**src/rtl/noc_pkg.sv**
```systemverilog
// noc_pkg: shared NoC definitions.
//   - flit_type_e   : 2-bit flit type carried in the top two bits of every flit
//   - FLIT_TYPE_MSB/LSB : offsets of the type field below FLIT_WIDTH
//   - port_id_w()   : width of a port index for a given port count
//   - lock_state_e  : output-port lock state used by noc_output_arbiter
package noc_pkg;

    typedef enum logic [1:0] {
        FLIT_BODY   = 2'b00,
        FLIT_HEAD   = 2'b01,
        FLIT_TAIL   = 2'b10,
        FLIT_SINGLE = 2'b11
    } flit_type_e;

    // Type field lives at [FLIT_WIDTH-FLIT_TYPE_MSB : FLIT_WIDTH-FLIT_TYPE_LSB].
    localparam int unsigned FLIT_TYPE_MSB = 1;
    localparam int unsigned FLIT_TYPE_LSB = 2;

    // Keep at least one bit so a single-port instance still has a legal index.
    function automatic int unsigned port_id_w(input int unsigned ports);
        return (ports > 1) ? $clog2(ports) : 1;
    endfunction

    typedef enum logic [0:0] {
        StUnlocked = 1'b0,
        StLocked   = 1'b1
    } lock_state_e;

endpackage

```
**src/rtl/noc_output_arbiter_if.sv**
```systemverilog
// noc_output_arbiter_if: request side and output side handshake of one router output port.
//   req_flit/req_valid/req_ready : per-input candidate flits and accept strobes
//   out_flit/out_valid/out_ready : registered output towards the link
// Modports: master = upstream/downstream environment, slave = the arbiter.
interface noc_output_arbiter_if #(
    parameter int unsigned FLIT_WIDTH = 64,
    parameter int unsigned PORTS      = 5
) ();

    logic [PORTS-1:0][FLIT_WIDTH-1:0] req_flit;
    logic [PORTS-1:0]                 req_valid;
    logic [PORTS-1:0]                 req_ready;
    logic [FLIT_WIDTH-1:0]            out_flit;
    logic                             out_valid;
    logic                             out_ready;

    modport master (
        output req_flit, req_valid, out_ready,
        input  req_ready, out_flit, out_valid
    );

    modport slave (
        input  req_flit, req_valid, out_ready,
        output req_ready, out_flit, out_valid
    );

endinterface

```
**src/rtl/noc_rr_arbiter.sv**
```systemverilog
// noc_rr_arbiter: combinational round-robin pick.
//   req_i       : request vector
//   ptr_i       : highest-priority index this cycle
//   gnt_o       : one-hot grant (first request at or after ptr_i, wrapping)
//   gnt_idx_o   : index of the granted request (0 when none)
//   gnt_valid_o : any request granted
module noc_rr_arbiter
    import noc_pkg::*;
#(
    parameter int unsigned PORTS = 5
) (
    input  logic [PORTS-1:0]              req_i,
    input  logic [port_id_w(PORTS)-1:0]   ptr_i,
    output logic [PORTS-1:0]              gnt_o,
    output logic [port_id_w(PORTS)-1:0]   gnt_idx_o,
    output logic                          gnt_valid_o
);

    localparam int unsigned IdW = port_id_w(PORTS);

    always_comb begin
        int unsigned idx;
        gnt_o       = '0;
        gnt_idx_o   = '0;
        gnt_valid_o = 1'b0;
        for (int unsigned off = 0; off < PORTS; off++) begin
            idx = (int'(ptr_i) + off) % PORTS;
            if (!gnt_valid_o && req_i[IdW'(idx)]) begin
                gnt_valid_o       = 1'b1;
                gnt_o[IdW'(idx)]  = 1'b1;
                gnt_idx_o         = IdW'(idx);
            end
        end
    end

endmodule

```
**src/rtl/noc_output_arbiter.sv**
```systemverilog
// noc_output_arbiter: shares one router output port between PORTS inputs.
// Round-robin among HEAD/SINGLE flits; a HEAD locks the port to its input until
// the TAIL transfers. The chosen flit goes through a one-entry registered stage.
//   clk, rst    : clock, synchronous active-high reset
//   bus         : request/output handshake (slave modport)
//   lock_active : a packet owns the port
//   lock_owner  : owning input (0 when unlocked)
//   proto_err   : sticky, orphan BODY/TAIL while unlocked or HEAD/SINGLE from owner
//   stall_err   : sticky, lock held TIMEOUT cycles without a transfer
module noc_output_arbiter
    import noc_pkg::*;
#(
    parameter int unsigned FLIT_WIDTH = 64,
    parameter int unsigned PORTS      = 5,
    parameter int unsigned TIMEOUT    = 1024
) (
    input  logic                        clk,
    input  logic                        rst,
    noc_output_arbiter_if.slave         bus,
    output logic                        lock_active,
    output logic [port_id_w(PORTS)-1:0] lock_owner,
    output logic                        proto_err,
    output logic                        stall_err
);

    localparam int unsigned IdW  = port_id_w(PORTS);
    localparam int unsigned CntW = $clog2(TIMEOUT + 1);

    lock_state_e           state_q, state_d;
    logic [IdW-1:0]        lock_owner_q, lock_owner_d;
    logic [IdW-1:0]        rr_ptr_q, rr_ptr_d;
    logic [FLIT_WIDTH-1:0] out_flit_q, out_flit_d;
    logic                  out_valid_q, out_valid_d;
    logic                  proto_err_q, proto_err_d;
    logic                  stall_err_q, stall_err_d;
    logic [CntW-1:0]       idle_cnt_q, idle_cnt_d;

    flit_type_e            req_type [PORTS];
    logic [PORTS-1:0]      eligible, orphan;
    logic [PORTS-1:0]      arb_gnt, req_ready;
    logic [IdW-1:0]        arb_idx, xfer_idx;
    logic                  arb_valid, load, xfer;
    flit_type_e            xfer_type;

    always_comb begin
        for (int unsigned i = 0; i < PORTS; i++) begin
            req_type[i] = flit_type_e'(
                bus.req_flit[i][FLIT_WIDTH-FLIT_TYPE_MSB:FLIT_WIDTH-FLIT_TYPE_LSB]);
            eligible[i] = bus.req_valid[i] &&
                          (req_type[i] == FLIT_HEAD || req_type[i] == FLIT_SINGLE);
            orphan[i]   = bus.req_valid[i] &&
                          (req_type[i] == FLIT_BODY || req_type[i] == FLIT_TAIL);
        end
    end

    noc_rr_arbiter #(
        .PORTS(PORTS)
    ) u_rr_arbiter (
        .req_i      (eligible),
        .ptr_i      (rr_ptr_q),
        .gnt_o      (arb_gnt),
        .gnt_idx_o  (arb_idx),
        .gnt_valid_o(arb_valid)
    );

    always_comb begin
        load      = !out_valid_q || bus.out_ready;
        req_ready = '0;
        xfer_idx  = arb_idx;
        if (!rst && load) begin
            if (state_q == StLocked) begin
                req_ready[lock_owner_q] = 1'b1;
                xfer_idx                = lock_owner_q;
            end else if (arb_valid) begin
                req_ready = arb_gnt;
            end
        end
        xfer      = |(bus.req_valid & req_ready);
        xfer_type = req_type[xfer_idx];

        state_d      = state_q;
        lock_owner_d = lock_owner_q;
        rr_ptr_d     = rr_ptr_q;
        out_flit_d   = out_flit_q;
        out_valid_d  = out_valid_q;
        proto_err_d  = proto_err_q;
        stall_err_d  = stall_err_q;
        idle_cnt_d   = idle_cnt_q;

        // out_flit is held when nothing new is loaded; only valid drops.
        if (load) begin
            out_valid_d = xfer;
            if (xfer) begin
                out_flit_d = bus.req_flit[xfer_idx];
            end
        end

        unique case (state_q)
            StUnlocked: begin
                idle_cnt_d = '0;
                if (|orphan) begin
                    proto_err_d = 1'b1;
                end
                if (xfer) begin
                    rr_ptr_d = (xfer_idx == IdW'(PORTS - 1)) ? '0 : xfer_idx + IdW'(1);
                    if (xfer_type == FLIT_HEAD) begin
                        state_d      = StLocked;
                        lock_owner_d = xfer_idx;
                    end
                end
            end
            StLocked: begin
                if (xfer) begin
                    idle_cnt_d = '0;
                    if (xfer_type == FLIT_TAIL) begin
                        state_d      = StUnlocked;
                        lock_owner_d = '0;
                    end else if (xfer_type == FLIT_HEAD || xfer_type == FLIT_SINGLE) begin
                        // Forwarded as data; lock is kept.
                        proto_err_d = 1'b1;
                    end
                end else if (idle_cnt_q != CntW'(TIMEOUT)) begin
                    idle_cnt_d = idle_cnt_q + CntW'(1);
                end
                if (idle_cnt_d == CntW'(TIMEOUT)) begin
                    stall_err_d = 1'b1;
                end
            end
            default: state_d = StUnlocked;
        endcase
    end

    always_ff @(posedge clk) begin
        if (rst) begin
            state_q      <= StUnlocked;
            lock_owner_q <= '0;
            rr_ptr_q     <= '0;
            out_flit_q   <= '0;
            out_valid_q  <= 1'b0;
            proto_err_q  <= 1'b0;
            stall_err_q  <= 1'b0;
            idle_cnt_q   <= '0;
        end else begin
            state_q      <= state_d;
            lock_owner_q <= lock_owner_d;
            rr_ptr_q     <= rr_ptr_d;
            out_flit_q   <= out_flit_d;
            out_valid_q  <= out_valid_d;
            proto_err_q  <= proto_err_d;
            stall_err_q  <= stall_err_d;
            idle_cnt_q   <= idle_cnt_d;
        end
    end

    assign bus.req_ready = req_ready;
    assign bus.out_flit  = out_flit_q;
    assign bus.out_valid = out_valid_q;
    assign lock_active   = (state_q == StLocked);
    assign lock_owner    = lock_owner_q;
    assign proto_err     = proto_err_q;
    assign stall_err     = stall_err_q;

endmodule
```
**src/flat_wrapper.sv**
```systemverilog
// flat-port wrapper written by rule: the top's interface ports become plain ports
module noc_output_arbiter_flat import noc_pkg::*;
#(
    parameter int unsigned FLIT_WIDTH = 64,
    parameter int unsigned PORTS      = 5,
    parameter int unsigned TIMEOUT    = 1024
)
  (clk, rst, lock_active, lock_owner, proto_err, stall_err, bus_req_flit, bus_req_valid, bus_out_ready, bus_req_ready, bus_out_flit, bus_out_valid);
  noc_output_arbiter_if #(.FLIT_WIDTH(FLIT_WIDTH), .PORTS(PORTS)) bus_i ();
  input  logic clk;
  input  logic rst;
  output logic lock_active;
  output logic [port_id_w(PORTS)-1:0] lock_owner;
  output logic proto_err;
  output logic stall_err;
  input wire logic [$bits(bus_i.req_flit)-1:0] bus_req_flit;
  input wire logic [$bits(bus_i.req_valid)-1:0] bus_req_valid;
  input wire logic [$bits(bus_i.out_ready)-1:0] bus_out_ready;
  output wire logic [$bits(bus_i.req_ready)-1:0] bus_req_ready;
  output wire logic [$bits(bus_i.out_flit)-1:0] bus_out_flit;
  output wire logic [$bits(bus_i.out_valid)-1:0] bus_out_valid;
  assign bus_i.req_flit = bus_req_flit;
  assign bus_i.req_valid = bus_req_valid;
  assign bus_i.out_ready = bus_out_ready;
  assign bus_req_ready = bus_i.req_ready;
  assign bus_out_flit = bus_i.out_flit;
  assign bus_out_valid = bus_i.out_valid;
  noc_output_arbiter #(.FLIT_WIDTH(FLIT_WIDTH), .PORTS(PORTS), .TIMEOUT(TIMEOUT)) u_core (.clk(clk), .rst(rst), .bus(bus_i), .lock_active(lock_active), .lock_owner(lock_owner), .proto_err(proto_err), .stall_err(stall_err));
endmodule
```
**config.mk**
```make
export PLATFORM = sky130hd
export DESIGN_NAME = noc_output_arbiter_flat
export DESIGN_NICKNAME = d
export VERILOG_FILES = /design/src/rtl/noc_pkg.sv /design/src/rtl/noc_output_arbiter_if.sv /design/src/rtl/noc_rr_arbiter.sv /design/src/rtl/noc_output_arbiter.sv /design/src/flat_wrapper.sv
export SDC_FILE = /design/constraint.sdc
export NUM_CORES = 1
export LEC_CHECK = 0
export ABC_AREA = 1
export ABC_CLOCK_PERIOD_IN_PS = 5700
export BUFFER_PORTS_ARGS = -buffer_cell sky130_fd_sc_hd__buf_2
export CAP_MARGIN = 20
export CORE_MARGIN = 4
export CORE_UTILIZATION = 34
export CTS_CLUSTER_DIAMETER = 30
export DETAILED_ROUTE_END_ITERATION = 8
export GPL_ROUTABILITY_DRIVEN = 0
export PLACE_DENSITY = 0.64
export SYNTH_ARGS = -nofsm -noshare
export SYNTH_HDL_FRONTEND = slang
export SYNTH_SLANG_ARGS = --single-unit
```
**constraint.sdc**
```tcl
create_clock -name clk -period 5.7 [get_ports clk]
set_input_delay 1.14 -clock clk [delete_from_list [all_inputs] [get_ports clk]]
set_output_delay 1.14 -clock clk [all_outputs]
set_load 0.02 [all_outputs]
```
Yosys cells after proc, flatten, opt, wreduce, memory -nomap -nowiden
Index checks and enable logic that the tools add are counted.
{"block": "totals", "ff_bits": 85, "in_bits": 328, "elab_cells": 186}
{"block": "op_classes", "addsub": 6, "div": 5, "order_cmp": 14, "eq_ne": 28, "n_mux": 67, "n_bitwise": 7, "n_reduce_logical": 51}
{"operator": "$bmux 64 s3", "count": 1}
{"operator": "$mod 32x3->32 const B", "count": 4}
{"operator": "$mux 64", "count": 1}
{"operator": "$mux 5", "count": 8}
{"operator": "$mux 3", "count": 12}
{"operator": "$mux 11", "count": 3}
{"operator": "$mod 3x3->32 const B", "count": 1}
{"operator": "$lt 3x4->1 const B", "count": 7}
{"operator": "$eq 2x2->1 const B", "count": 12}
{"operator": "$mux 1", "count": 24}
{"operator": "$pmux 11 s2", "count": 1}
{"operator": "$logic_and 1x1->1", "count": 21}
{"operator": "$or 5x5->5", "count": 4}
{"operator": "$demux 1 s3", "count": 6}
{"operator": "$ge 3x1->1 const B", "count": 6}
{"operator": "$bmux 1 s3", "count": 5}
{"operator": "$eq 2x1->1 const B", "count": 6}
{"operator": "$logic_or 1x1->1", "count": 12}
{"operator": "$add 11x1->11 const B", "count": 1}
{"operator": "$eq 11x11->1 const B", "count": 1}
{"operator": "$ne 11x11->1 const B", "count": 1}
{"operator": "$logic_not 2->1", "count": 5}
{"operator": "$reduce_or 5->1", "count": 2}
{"operator": "$add 3x2->4 const B", "count": 2}
{"operator": "17 further kinds", "count": 32}

Logic depth before layout (Yosys ltp)
{"block": "logic_depth", "word_depth": 30, "depth_mapped": 41, "depth_no_buf": 39}

Hierarchy
A second synthesis with hierarchy kept.
{"block": "unflattened", "hier_cells": 1176, "area_unflattened_um2": 7517.2}
{"module": "noc_output_arbiter", "n_inst": 1, "cells_per_inst": 891, "area_per_inst_um2": 5903.2, "seq_area_each_um2": 1701.6}
{"module": "noc_rr_arbiter", "n_inst": 1, "cells_per_inst": 285, "area_per_inst_um2": 1614.0, "seq_area_each_um2": 0.0}

Worst setup path before layout
No wires, ideal clock.
{"block": "synth_path", "path_type": "register to output", "start": "register u_core.rr_ptr_q[0]", "end": "output bus_req_ready[4]", "t_arrival_ps": 3511, "required_time_ps": 4560, "setup_slack_ps": 1049, "stages_incl_launch_ff": 30, "path_buffers": 1, "path_cell_list": "dfxtp_1 buf_2 inv_1 ha_1 inv_1 ha_1 inv_1 nand4_2 nand2_2 inv_2 nand2_1 nand2_1 ha_1 inv_1 nand3_1 nand3_1 nand2_1 nand2_2 nand2_1 nand2_1 nand2_1 nand2_1 nor2_1 nor2_2 nand2_2 inv_1 nand2_1 nand2_1 nand2_1 nand2_1"}
{"block": "synth_via", "elab_chain_len": 19}
{"element": "from (decl)", "line": "noc_output_arbiter.sv:31", "source": "logic [IdW-1:0] rr_ptr_q, rr_ptr_d;"}
{"element": "from (signal assigned)", "line": "noc_output_arbiter.sv:146", "source": "rr_ptr_q <= rr_ptr_d;"}
{"element": "parallel branches: the longest is 16 deep, another holds $mod 32x3->32"}
{"element": "$mux 5 (*)", "line": "noc_output_arbiter.sv:74", "source": "end else if (arb_valid) begin"}
{"element": "$mux 5 (*)", "line": "noc_output_arbiter.sv:71", "source": "if (state_q == StLocked) begin"}
{"element": "$mux 5 (*)", "line": "noc_output_arbiter.sv:70", "source": "if (!rst && load) begin"}
{"element": "to (decl)", "line": "flat_wrapper.sv:19", "source": "output wire logic [$bits(bus_i.req_ready)-1:0] bus_req_ready;"}
Mark *: on every way between the ends. The select of a mux whose other input is x is not followed.

Final worst setup path
{"block": "layout_path", "start": "register u_core.rr_ptr_q[1]", "end": "output bus_req_ready[4]"}
Same word-level chain as after synthesis.

==> summary.md <==
| Metric | Value |
|---|---|
| Vias | `approximately 10,000` |
| Main synth FF type | `dfxtp_1` |
| Largest stage delay, worst path | `0.41 ns` |
| Hpwl dp | `~26,000 um` |
| I/O pin count | `404` |
| Peak Freq | `0.1879 GHz` |
| Grt ovf | `0` |
| Largest net degree at the start of global routing | `between 70 and 80` |
| Root Driver | `clkbuf_16` |
| Ys Warns | `0` |
| EDFF count, synth | `0` |
| Synth cell types | `44` |
| Port Buf Inserts | `between 400 and 500` |
| Cell Chain, Critical Path | `clkinvlp_4 -> ha_1 -> inv_2 -> a21oi_1 -> xor2_1 -> ha_1 -> fa_1 -> inv_1 -> nor2_1 -> nand2_1 -> a22oi_1 -> nor2_1 -> o211ai_1 -> nand3_1 -> inv_1 -> nand3_1 -> inv_2 -> nand2_1 -> nand3_1 -> a21oi_1 -> nand2_1 -> nand2_1 -> nand2_1 -> buf_2` |
| CTS buffer count | `9` |
| Clock Skew | `0.01566 ns` |
| Clk buf depth | `2` |
| Placed Instances | `1,890` |
| Cell Rows | `53` |
| Final Hold Fails | `0` |
| Synth Register Bits | `85` |
| Slew at the pin closest to its max-slew limit | `~0.73 ns` |
| Share of layout cells above drive strength 1 | `0.3101` |
| Crit path max-delay cell type | `ha_1` |
| DIE WIDTH | `156.3 um` |
| Area Overhead vs Synth | `35.66%` |
| Core footprint | `roughly 21,000 sq um` |
| Fin Hold WS | `around 0.46 ns` |
| Commonest cells after routing, fill and taps aside | `403 x buf_2, 269 x a21oi_1, 182 x nor2_1` |
| Outcome | `finished, final reports clean` |
| Synth Cell Area | `7476 sq um` |
| Non-filler cells, final | `between 1,500 and 2,000` |
| Final setup fails | `0` |
| Post-Synthesis Cells | `~1,300` |
| Final WS setup | `0.3776 ns` |
| Most common cell after layout, fill and taps aside | `buf_2` |
| Die ar. | `24,430 sq um` |
| Slew Viols, Final | `0` |
| Drt first pass iters | `7` |
| Crit path DAT | `~4.2 ns` |
| Clock latency at the later pin of the worst-skew pair | `0.35 ns` |
| Most used cell, CP | `nand2_1` |
| Period utilisation layout | `0.9337` |
| Final WL | `32,860 um` |
| CTS tree | `built` |
| Crit-path max FO | `8` |
| Per-cell routed wire length | `17.13 um` |
| Startpoint types | `flop` |
| Ys async rst share | `0` |
| Worst setup EP type | `primary output` |
| Mapped Nets | `~1,600` |
| Minimum clock period | `5.322 ns` |
| Worst rel slew slack | `0.5104` |
| Initial Util | `0.3501` |
| Worst min path class | `flop to flop` |
| Clk slew on worst S/H paths | `0.07 ns` |
| Die height | `156.3 um` |
| Drc violations | `0` |
| Total GRT Usage | `0.2494` |
| Pre-CTS setup slack | `0.5240 ns` |
| Vias per inst | `5.115` |
| Vias in the first global route | `9,107` |
| Initial antenna violation count | `9` |
| Seq/Total Area, Yosys | `0.2276` |
| Max cap viols | `0` |
| CP Class | `flop to primary output` |
| Cts-stage hold buffer count | `0` |
| Fin nets | `between 1,500 and 2,000` |
| Clk sink count | `85` |
| Post-Syn Area per Cell | `5.877 sq um` |
| Initial DRC Count | `around 660` |
| Req. time, crit path | `between 4 and 5 ns` |
| H-tree depth | `3` |
| Final ANT Viol Nets | `0` |
| First-pass GRT wire length | `48,780 um` |
[through the flow]
stage | setup TNS (ns) | utilization | cell area (sq um)
5_1_grt | -0.01917 | 0.4750 | 10140
3_3_place_gp | 0 | 0.4545 | 9704
6_report | 0 | 0.4750 | 10140
3_5_place_dp | 0 | 0.4554 | 9724
2_1_floorplan | 0 | - | 7476
4_1_cts | 0 | 0.4707 | 10050
[layer usage]
layer / GRT usage / part of all wire / up-vias
met5: 0 / 0.0013 / -
met4: 0.09132 / 0.036 / 8
met3: 0.06858 / 0.086 / 80
met2: 0.4029 / 0.47 / 415
met1: 0.3186 / 0.41 / 4357
li1: - / - / 4951
[cell usage after synthesis, types with 12 or more instances]
library cell,n,area share
clkbuf_1,32,0.016
nand2_2,12,0.010
a21oi_1,269,0.18
inv_1,133,0.067
nand2_1,141,0.071
buf_2,44,0.029
inv_2,15,0.0075
nand3_1,56,0.037
dfxtp_1,85,0.23
o21ai_0,119,0.080
ha_1,26,0.044
o21ai_1,78,0.052
nor2_1,182,0.091
[cell families after synthesis]
kind of cell | after synthesis | share of synthesized area
AO/OA/AOI/OAI | 485 | 0.3327
AND/OR/NAND/NOR | 434 | 0.2537
buffers and inverters | 229 | 0.1244
flip-flops | 85 | 0.2276
adder cells (fa/ha/maj) | 27 | 0.04619
XOR/XNOR | 11 | 0.01389
multiplexers | 1 | 0.001506
[registers in the layout (all words and copies together) (netlist names)]
| signal | cells |
|---|---|
| u_core.bus.out_flit | 64 |
| u_core.idle_cnt_q | 11 |
| u_core.bus.out_valid | 1 |
| u_core.lock_active | 1 |
| u_core.proto_err | 1 |
| u_core.stall_err | 1 |
| u_core.rr_ptr_q | 3 |
| u_core.lock_owner | 3 |
[critical path: cells and delay by family (launching register included)]
kind	cells	cell delay, ns
AND/OR/NAND/NOR	10	1.10
adder cells (fa/ha/maj)	3	0.77
AO/OA/AOI/OAI	4	0.72
buffers and inverters	6	0.66
flip-flops	1	0.39
XOR/XNOR	1	0.22
[repair_timing]
| action | in CTS | in global routing |
|---|---|---|
| resized for setup | 0 | 8 |
| hold endpoints to repair | 0 | 0 |
| setup buffers | 0 | 7 |
| endpoints found under the setup margin | 0 | 52 |
[path summary, 6_finish.rpt]
kind,start,to,slack [ns],cells past startpoint
setup reg to reg,u_core.rr_ptr_q[1]$_SDFFE_PP0P_,u_core.bus.out_flit[21]$_SDFFE_PP0P_,0.56,27
hold reg to reg,u_core.stall_err$_SDFFE_PP0P_,u_core.stall_err$_SDFFE_PP0P_,0.46,2
hold / removal,u_core.stall_err$_SDFFE_PP0P_,u_core.stall_err$_SDFFE_PP0P_,0.46,2
setup / recovery,u_core.rr_ptr_q[1]$_SDFFE_PP0P_,bus_req_ready[4],0.38,24
[final cells by class]
| cell class | count | area, sq um |
|---|---|---|
| Inverter | 148 | 561.8 |
| Sequential cell | 85 | 1707 |
| Fill cell | 2304 | 11210 |
| Multi-Input combinational cell | 958 | 4888 |
| Clock buffer | 11 | 242.7 |
| Timing Repair Buffer | 431 | 2302 |
| Clock inverter | 5 | 83.83 |
| Antenna cell | 5 | 12.51 |
| Tap cell | 275 | 344.1 |
Power is not shown: default switching activity piles up to over one toggle a cycle in this logic, so the estimate is an artifact.
